File: src/rtl/dmem_pkg.sv
// rtl/dmem_pkg.sv - shared types and helpers for the data-memory stage
package dmem_pkg;

    localparam int WORD_W = 32;

    typedef enum logic [1:0] {
        IDLE,
        LD_REQ,
        LD_WAIT,
        LD_DONE
    } state_t;

    function automatic logic [WORD_W-1:0] word_align(input logic [WORD_W-1:0] a);
        return a & ~WORD_W'(3);
    endfunction

endpackage

File: src/rtl/store_buf.sv
// rtl/store_buf.sv - one-entry posted store buffer with drain handshake and load address match
module store_buf #(
    parameter int WORD_W = 32
) (
    input  logic              clk,
    input  logic              rst,
    input  logic              capture,
    input  logic              drain_done,
    input  logic [WORD_W-1:0] cap_addr,
    input  logic [WORD_W-1:0] cap_data,
    input  logic [WORD_W-1:0] cmp_addr,
    output logic              valid,
    output logic [WORD_W-1:0] addr,
    output logic [WORD_W-1:0] data,
    output logic              match
);
    import dmem_pkg::*;

    always_ff @(posedge clk or posedge rst) begin
        if (rst) begin
            valid <= 1'b0;
            addr  <= '0;
            data  <= '0;
        end else if (capture) begin
            valid <= 1'b1;
            addr  <= cap_addr;
            data  <= cap_data;
        end else if (drain_done) begin
            valid <= 1'b0;
        end
    end

    assign match = valid && (addr == word_align(cmp_addr));

endmodule

File: src/rtl/dmem_ctrl.sv
// rtl/dmem_ctrl.sv - data-memory stage bridging the single-cycle datapath to a valid/ready memory bus
module dmem_ctrl #(
    parameter int WORD_W = 32,
    parameter bit FWD_EN = 1'b1
) (
    input  logic              clk_i,
    input  logic              reset_i,
    input  logic              mem_read_i,
    input  logic              mem_write_i,
    input  logic [WORD_W-1:0] addr_i32,
    input  logic [WORD_W-1:0] wdata_i32,
    output logic [WORD_W-1:0] rdata_o32,
    output logic              stall_o,
    output logic              misalign_o,
    output logic              bus_req_valid_o,
    input  logic              bus_req_ready_i,
    output logic              bus_req_we_o,
    output logic [WORD_W-1:0] bus_req_addr_o32,
    output logic [WORD_W-1:0] bus_req_wdata_o32,
    input  logic              bus_resp_valid_i,
    input  logic [WORD_W-1:0] bus_resp_rdata_i32
);
    import dmem_pkg::*;

    state_t            state, state_nx;
    logic [WORD_W-1:0] word_addr;
    logic [WORD_W-1:0] load_q;
    logic [WORD_W-1:0] sb_addr, sb_data;
    logic              sb_valid, sb_match;
    logic              drain_hs, load_hit, sb_capture;

    assign word_addr  = word_align(addr_i32);
    assign drain_hs   = sb_valid & bus_req_ready_i;
    assign load_hit   = FWD_EN && sb_match;
    // A store that arrives together with a load is dropped: the read wins.
    assign sb_capture = mem_write_i & ~mem_read_i & (state == IDLE) & (~sb_valid | drain_hs);
    assign misalign_o = (mem_read_i | mem_write_i) & (addr_i32[1:0] != 2'b00);

    store_buf #(.WORD_W(WORD_W)) u_store_buf (
        .clk        (clk_i),
        .rst        (reset_i),
        .capture    (sb_capture),
        .drain_done (drain_hs),
        .cap_addr   (word_addr),
        .cap_data   (wdata_i32),
        .cmp_addr   (addr_i32),
        .valid      (sb_valid),
        .addr       (sb_addr),
        .data       (sb_data),
        .match      (sb_match)
    );

    always_ff @(posedge clk_i or posedge reset_i) begin
        if (reset_i) begin
            state  <= IDLE;
            load_q <= '0;
        end else begin
            state <= state_nx;
            if (state == LD_WAIT && bus_resp_valid_i) begin
                load_q <= bus_resp_rdata_i32;
            end
        end
    end

    always_comb begin
        state_nx          = state;
        stall_o           = 1'b0;
        rdata_o32         = load_q;
        bus_req_valid_o   = 1'b0;
        bus_req_we_o      = 1'b0;
        bus_req_addr_o32  = '0;
        bus_req_wdata_o32 = '0;

        // The draining store always owns the bus; a read is only issued once it is empty.
        if (sb_valid) begin
            bus_req_valid_o   = 1'b1;
            bus_req_we_o      = 1'b1;
            bus_req_addr_o32  = sb_addr;
            bus_req_wdata_o32 = sb_data;
        end else if (state == LD_REQ) begin
            bus_req_valid_o   = 1'b1;
            bus_req_addr_o32  = word_addr;
        end

        case (state)
            IDLE: begin
                if (mem_read_i) begin
                    if (load_hit) begin
                        rdata_o32 = sb_data;
                    end else begin
                        stall_o = 1'b1;
                        if (!sb_valid) begin
                            state_nx = LD_REQ;
                        end
                    end
                end else if (mem_write_i) begin
                    stall_o = sb_valid & ~drain_hs;
                end
            end
            LD_REQ: begin
                stall_o = 1'b1;
                if (bus_req_ready_i && !sb_valid) begin
                    state_nx = LD_WAIT;
                end
            end
            LD_WAIT: begin
                stall_o = 1'b1;
                if (bus_resp_valid_i) begin
                    state_nx = LD_DONE;
                end
            end
            LD_DONE: begin
                state_nx = IDLE;
            end
        endcase
    end

endmodule

File: config.mk
export PLATFORM = sky130hd
export DESIGN_NAME = dmem_ctrl
export DESIGN_NICKNAME = d
export VERILOG_FILES = /design/src/rtl/dmem_pkg.sv /design/src/rtl/store_buf.sv /design/src/rtl/dmem_ctrl.sv
export SDC_FILE = /design/constraint.sdc
export NUM_CORES = 1
export LEC_CHECK = 0
export ABC_CLOCK_PERIOD_IN_PS = 2600
export BUFFER_PORTS_ARGS = -buffer_cell sky130_fd_sc_hd__buf_2
export CORE_MARGIN = 5
export CORE_UTILIZATION = 45
export CTS_CLUSTER_SIZE = 25
export DETAILED_ROUTE_END_ITERATION = 8
export PLACE_DENSITY_LB_ADDON = 0.1
export SLEW_MARGIN = 20
export SYNTH_ARGS = -nofsm -noshare
export SYNTH_HDL_FRONTEND = slang
export SYNTH_SLANG_ARGS = --single-unit
File: constraint.sdc
create_clock -name clk_i -period 2.6 [get_ports clk_i]
set_clock_uncertainty 0.2 [all_clocks]
set_input_delay 0 -clock clk_i [delete_from_list [all_inputs] [get_ports clk_i]]
set_output_delay 0 -clock clk_i [all_outputs]
set_load 0.005 [all_outputs]
After elaboration in Yosys (flattened, before gate mapping). Index checks and enable logic that the tools add are counted.

Register bits after elaboration: 97. Input port bits: 102. Output and inout port bits: 100. Logic and storage cells: 55.

Equality and inequality tests: 9. Mux-type cells: 21. Bitwise gates (word level): 11. Reductions and logical operators: 9.

Operators with widths (number): 32-bit 2-to-1 mux (6); 30-bit equality test (1); 2-bit 2-to-1 mux (5); 1-bit 2-to-1 mux (8); 2-bit inequality test (second input constant) (4); 2-bit one-hot mux with 4 select lines (1); 1-bit AND (6); 5-bit AND reduction (1); 2-bit equality test (second input constant) (2); 2-bit nonzero test (2); 1-bit logical AND (3); 1-bit NOT (3); 2-bit by 1-bit equality test with 1-bit output (second input constant) (1); 2-bit logical NOT (1); 2-bit by 1-bit inequality test with 1-bit output (second input constant) (1); 1-bit OR (2); 1-bit one-hot mux with 2 select lines (1); 2-bit OR reduction (1); 1-bit logical NOT (1).

Depth between registers and ports, before layout.
Depth after elaboration: 6. Gate-level depth with buffers: 8.

Hierarchy. From an unflattened synthesis, not the netlist that was laid out.

Cell total of the unflattened synthesis: 388. Area, all modules: 5063.6 um^2.

Modules (own cells, without submodules): store_buf (instances 1, cells each 180, area an instance 2736.4 um^2, seq. area each 1626.6 um^2); dmem_ctrl (instances 1, cells each 208, area an instance 2327.2 um^2, seq. area each 850.8 um^2).

Worst setup path before layout. No wires, ideal clock.

Kind: reg2out. From: register u_store_buf.addr[21]. To: output port rdata_o32[10]. Arrival: 2.027 ns. Setup slack: 0.373 ns. Cell stages (with the launch flop): 7. Path through: dfrtp_1 > xor2_1 > or4_1 > nor4_2 > nand3_2 > buf_6 > mux2_4.

Word-level cells in the longest chain between the ends: 5.

RTL lines: start, declared (RTL line store_buf.sv:13) `output logic [WORD_W-1:0] addr,`; start signal, assigned (RTL line store_buf.sv:26) `addr <= cap_addr;`; 30-bit equality test (RTL line store_buf.sv:33) `assign match = valid && (addr == word_align(cmp_addr));`; 1-bit logical AND (RTL line store_buf.sv:33); 32-bit 2-to-1 mux (RTL line dmem_ctrl.sv:88) `if (load_hit) begin`; 32-bit 2-to-1 mux (RTL line dmem_ctrl.sv:87) `if (mem_read_i) begin`; 32-bit 2-to-1 mux (RTL line dmem_ctrl.sv:85) `case (state)`; end, declared (RTL line dmem_ctrl.sv:12) `output logic [WORD_W-1:0] rdata_o32,`.

No other way between the ends.

Worst setup path in the final report.
From: register u_store_buf.addr[21]. To: output port rdata_o32[21].

Same word-level chain as after synthesis.

==> results.yml <==
sta:
  rsz0062_at_grt: "true"
  tightest_slew_ps: 637
  max_slew_margin_pct: 57.5
  max_freq_mhz: 363
  setup_viol: 32
  hold_viol_final: 0
  slew_violations: 0
  period_minus_slack_ps: 2750
  period_share_pct: 106
  fin_ws_ps: -154
logic_synthesis:
  yosys_warnings: 0
  syn_area_per_cell_um2: 11.8
  synth_flop_cell: "dfrtp_1"
  synth_area_um2: 5190
  synth_enable_flop_cells: 0
  synth-seq-area-share_pct: 46.7
  synth_cell_types: 32
  synth-seq-cells: 97
  ys_async_sr_fraction_pct: 100
  synth_cells: 442
floorplanning:
  core_um2: 11400
  dieHeight_um: 117
  io_pins: 202
  die_area_um2: 13800
  start_util_pct: 45.7
  die_x_um: 117
  rows: 39
clocking:
  numClockSinks: 97
  cts_buffers: 9
  cts_max_level: 3
  clk_pin_slew_worst_paths_ps: 70
  clkLatencyLatePin_ps: 340
  clockBufferDepth: 2
  cts_tree: "yes"
  cts-root-buf: "clkbuf_16"
setup_path:
  path_common_cell: "buf_12"
  critPathBufInv: 3
  crit_required_ps: 2400
  worstPathMaxFanout: 8
  slowest_stage: "or4_4"
  worstPathCellList: "xor2_1, or4_4, nor4_4, nand3_4, buf_12, buf_12, mux2_4, buf_6"
  slowest_delay_ps: 530
  end_kind: "primary output"
  crit_arrival_ps: 2550
  cp_top_family: "simple AND/OR/NAND/NOR gates"
  startpoint_type: "register"
  setup.worst_path.class: "register to primary output"
global_route:
  grt.overflow.total: 0
  antenna_found_initial: 0
  grt_pass1_wl_mm: 24.6
  track_usage_pct: 21.6
  grt_max_degree: 52
  grt_pass1_vias: 4784
power_and_ir_drop:
  p_leak_nw: 3.85
  p_per_area_nw_per_um2: 958
  power_mw: 7.64
  ir_worst_vdd_uv: 522
drt:
  first_pass_iters: 4
  drt.antenna.violating_nets: 0
  drcViolationCount: 0
  drt_iter0_drc: 175
  postRouteWirelength_mm: 14.9
  vias: 4399
  viasPerCell: 4.94
  wl_per_cell_um: 16.7
place:
  dp_cells: 769
  io_buffers: 199
  gp_congestion: 0.835
  dpl.hpwl_mm: 9.62
finish:
  area_growth_pct: 53.6
  drive_gt1_share_pct: 49.3
  finalNetCount: 849
  fillers: 793
  n_antenna_cell: 0
  final_cells: 891
worst_hold_path:
  hp-class: "input port to register"
status:
  status: "finished, violations left"
  violations: "setup timing"
run:
  maxCapViolations: 0
## layer usage
layer  vias to the layer above  track usage [%]  routed length, µm  part of all wire, %
met4                         0             4.86                133                 0.89
li1                       2105                -                  -                    -
met3                        10             6.40               1020                  6.8
met2                       144             37.7               7610                   51
met1                      2140             26.3               6110                   41
met5                         -                0                  0                    0
## worst register-to-register path: stages, from the launching register on
cell and delay (ps):
dfrtp_1 420, inv_1 100, ha_1 290, nand3b_1 190
nor2_4 160, buf_12 150, buf_4 180, mux2_2 340
## cells by family (layout without fill, tap and decap cells)
logic type,after synthesis,after routing,synth area share [%]
buf+inv,34,339,3.04
simple gates,111,111,10.5
fa+ha+maj,4,4,0.964
xor+xnor,30,30,5.06
compound gates,39,39,4.14
flops,97,97,46.7
other cells,1,2,0.0722
mux,126,126,29.5
## path summary, 6_finish.rpt
kind                                       from  depth (start not counted)  slack [ps]                   end
max in group asynchronous               reset_i                          4        1310  u_store_buf.data[28]
hold reg to reg                      load_q[17]                          1         310            load_q[17]
setup / recovery           u_store_buf.addr[21]                          8        -150         rdata_o32[21]
setup reg to reg                       state[0]                          7         460   u_store_buf.data[7]
hold / removal                       mem_read_i                          3          60              state[0]
min in group asynchronous               reset_i                          3         130            load_q[11]
## layout by cell type, fill, tap and decap left out, types with 2 or more instances in the layout
cell type and instances:
dfrtp_1 96, mux2_2 96, o21ai_0 32, nand4_1 6, clkinvlp_4 3, nand2_1 63
and2_1 32, inv_1 5, buf_2 175, clkinv_2 3, buf_4 10, buf_6 24
dlygate4sd3_1 98, ha_1 4, a21oi_1 2, buf_12 8, xor2_1 3, clkbuf_8 2
conb_1 2, mux2_4 30, clkbuf_16 9, xnor2_1 27
## cells in the mapped netlist (2+ instances only)
| cell type | number | share of area [%] |
|---|---|---|
| a21oi_1 | 2 | 0.19 |
| and2_1 | 32 | 3.9 |
| buf_1 | 3 | 0.22 |
| buf_4 | 2 | 0.29 |
| buf_6 | 3 | 0.65 |
| clkbuf_1 | 20 | 1.4 |
| dfrtp_1 | 97 | 47 |
| ha_1 | 4 | 0.96 |
| inv_1 | 6 | 0.43 |
| mux2_2 | 96 | 21 |
| mux2_4 | 30 | 8.7 |
| nand2_1 | 63 | 4.6 |
| nand4_1 | 6 | 0.72 |
| o21ai_0 | 32 | 3.1 |
| xnor2_1 | 27 | 4.6 |
| xor2_1 | 3 | 0.51 |
## sequential cells by signal, summed over array words and instances (netlist names)
register / flops
u_store_buf.valid: 1
u_store_buf.data: 32
state: 2
u_store_buf.addr: 30
load_q: 32
## report_power, final
group	internal, mW	total (mW)	switching (mW)
logic	2.17	3.53	1.36
registers	2.28	2.85	0.564
clock network	0.696	1.26	0.566
total	5.15	7.64	2.49
## area by class of cell
class                      count  area [µm²]  share of cell area, %
clock buffer                  11         253                   3.17
clock inverter                 5        30.0                  0.376
inverter                       6        26.3                  0.329
multi-input combinational    312        2640                   33.1
sequential                    97        2430                   30.4
tap                          143         179                   2.24
timing repair buffer         317        2420                   30.4
## per-stage QoR
step | util, % | area (µm²) | setup slack, ps | TNS (ps) | hold slack (ps)
2_1_floorplan | - | 5200 | 373 | 0 | -91.2
3_3_place_gp | 56.4 | 6410 | 159 | 0 | -93.8
3_5_place_dp | 56.4 | 6410 | 82.8 | 0 | -77.8
4_1_cts | 69.7 | 7930 | -159 | -4880 | 43.6
5_1_grt | 70.2 | 7980 | -237 | -7220 | 76.2
6_report | 70.2 | 7980 | -154 | -4570 | 61.2
## timing repair
| action | in CTS | in global routing |
|---|---|---|
| gates cloned | 2 | 0 |
| resized for setup | 27 | 1 |
| setup endpoints to repair | 32 | 33 |
| pin swaps | 2 | 1 |
| endpoints found under the hold margin | 123 | 0 |
| buffers inserted | 2 | 4 |
| hold buffers | 98 | 0 |
No activity file was read; power rests on OpenSTA's default activity.
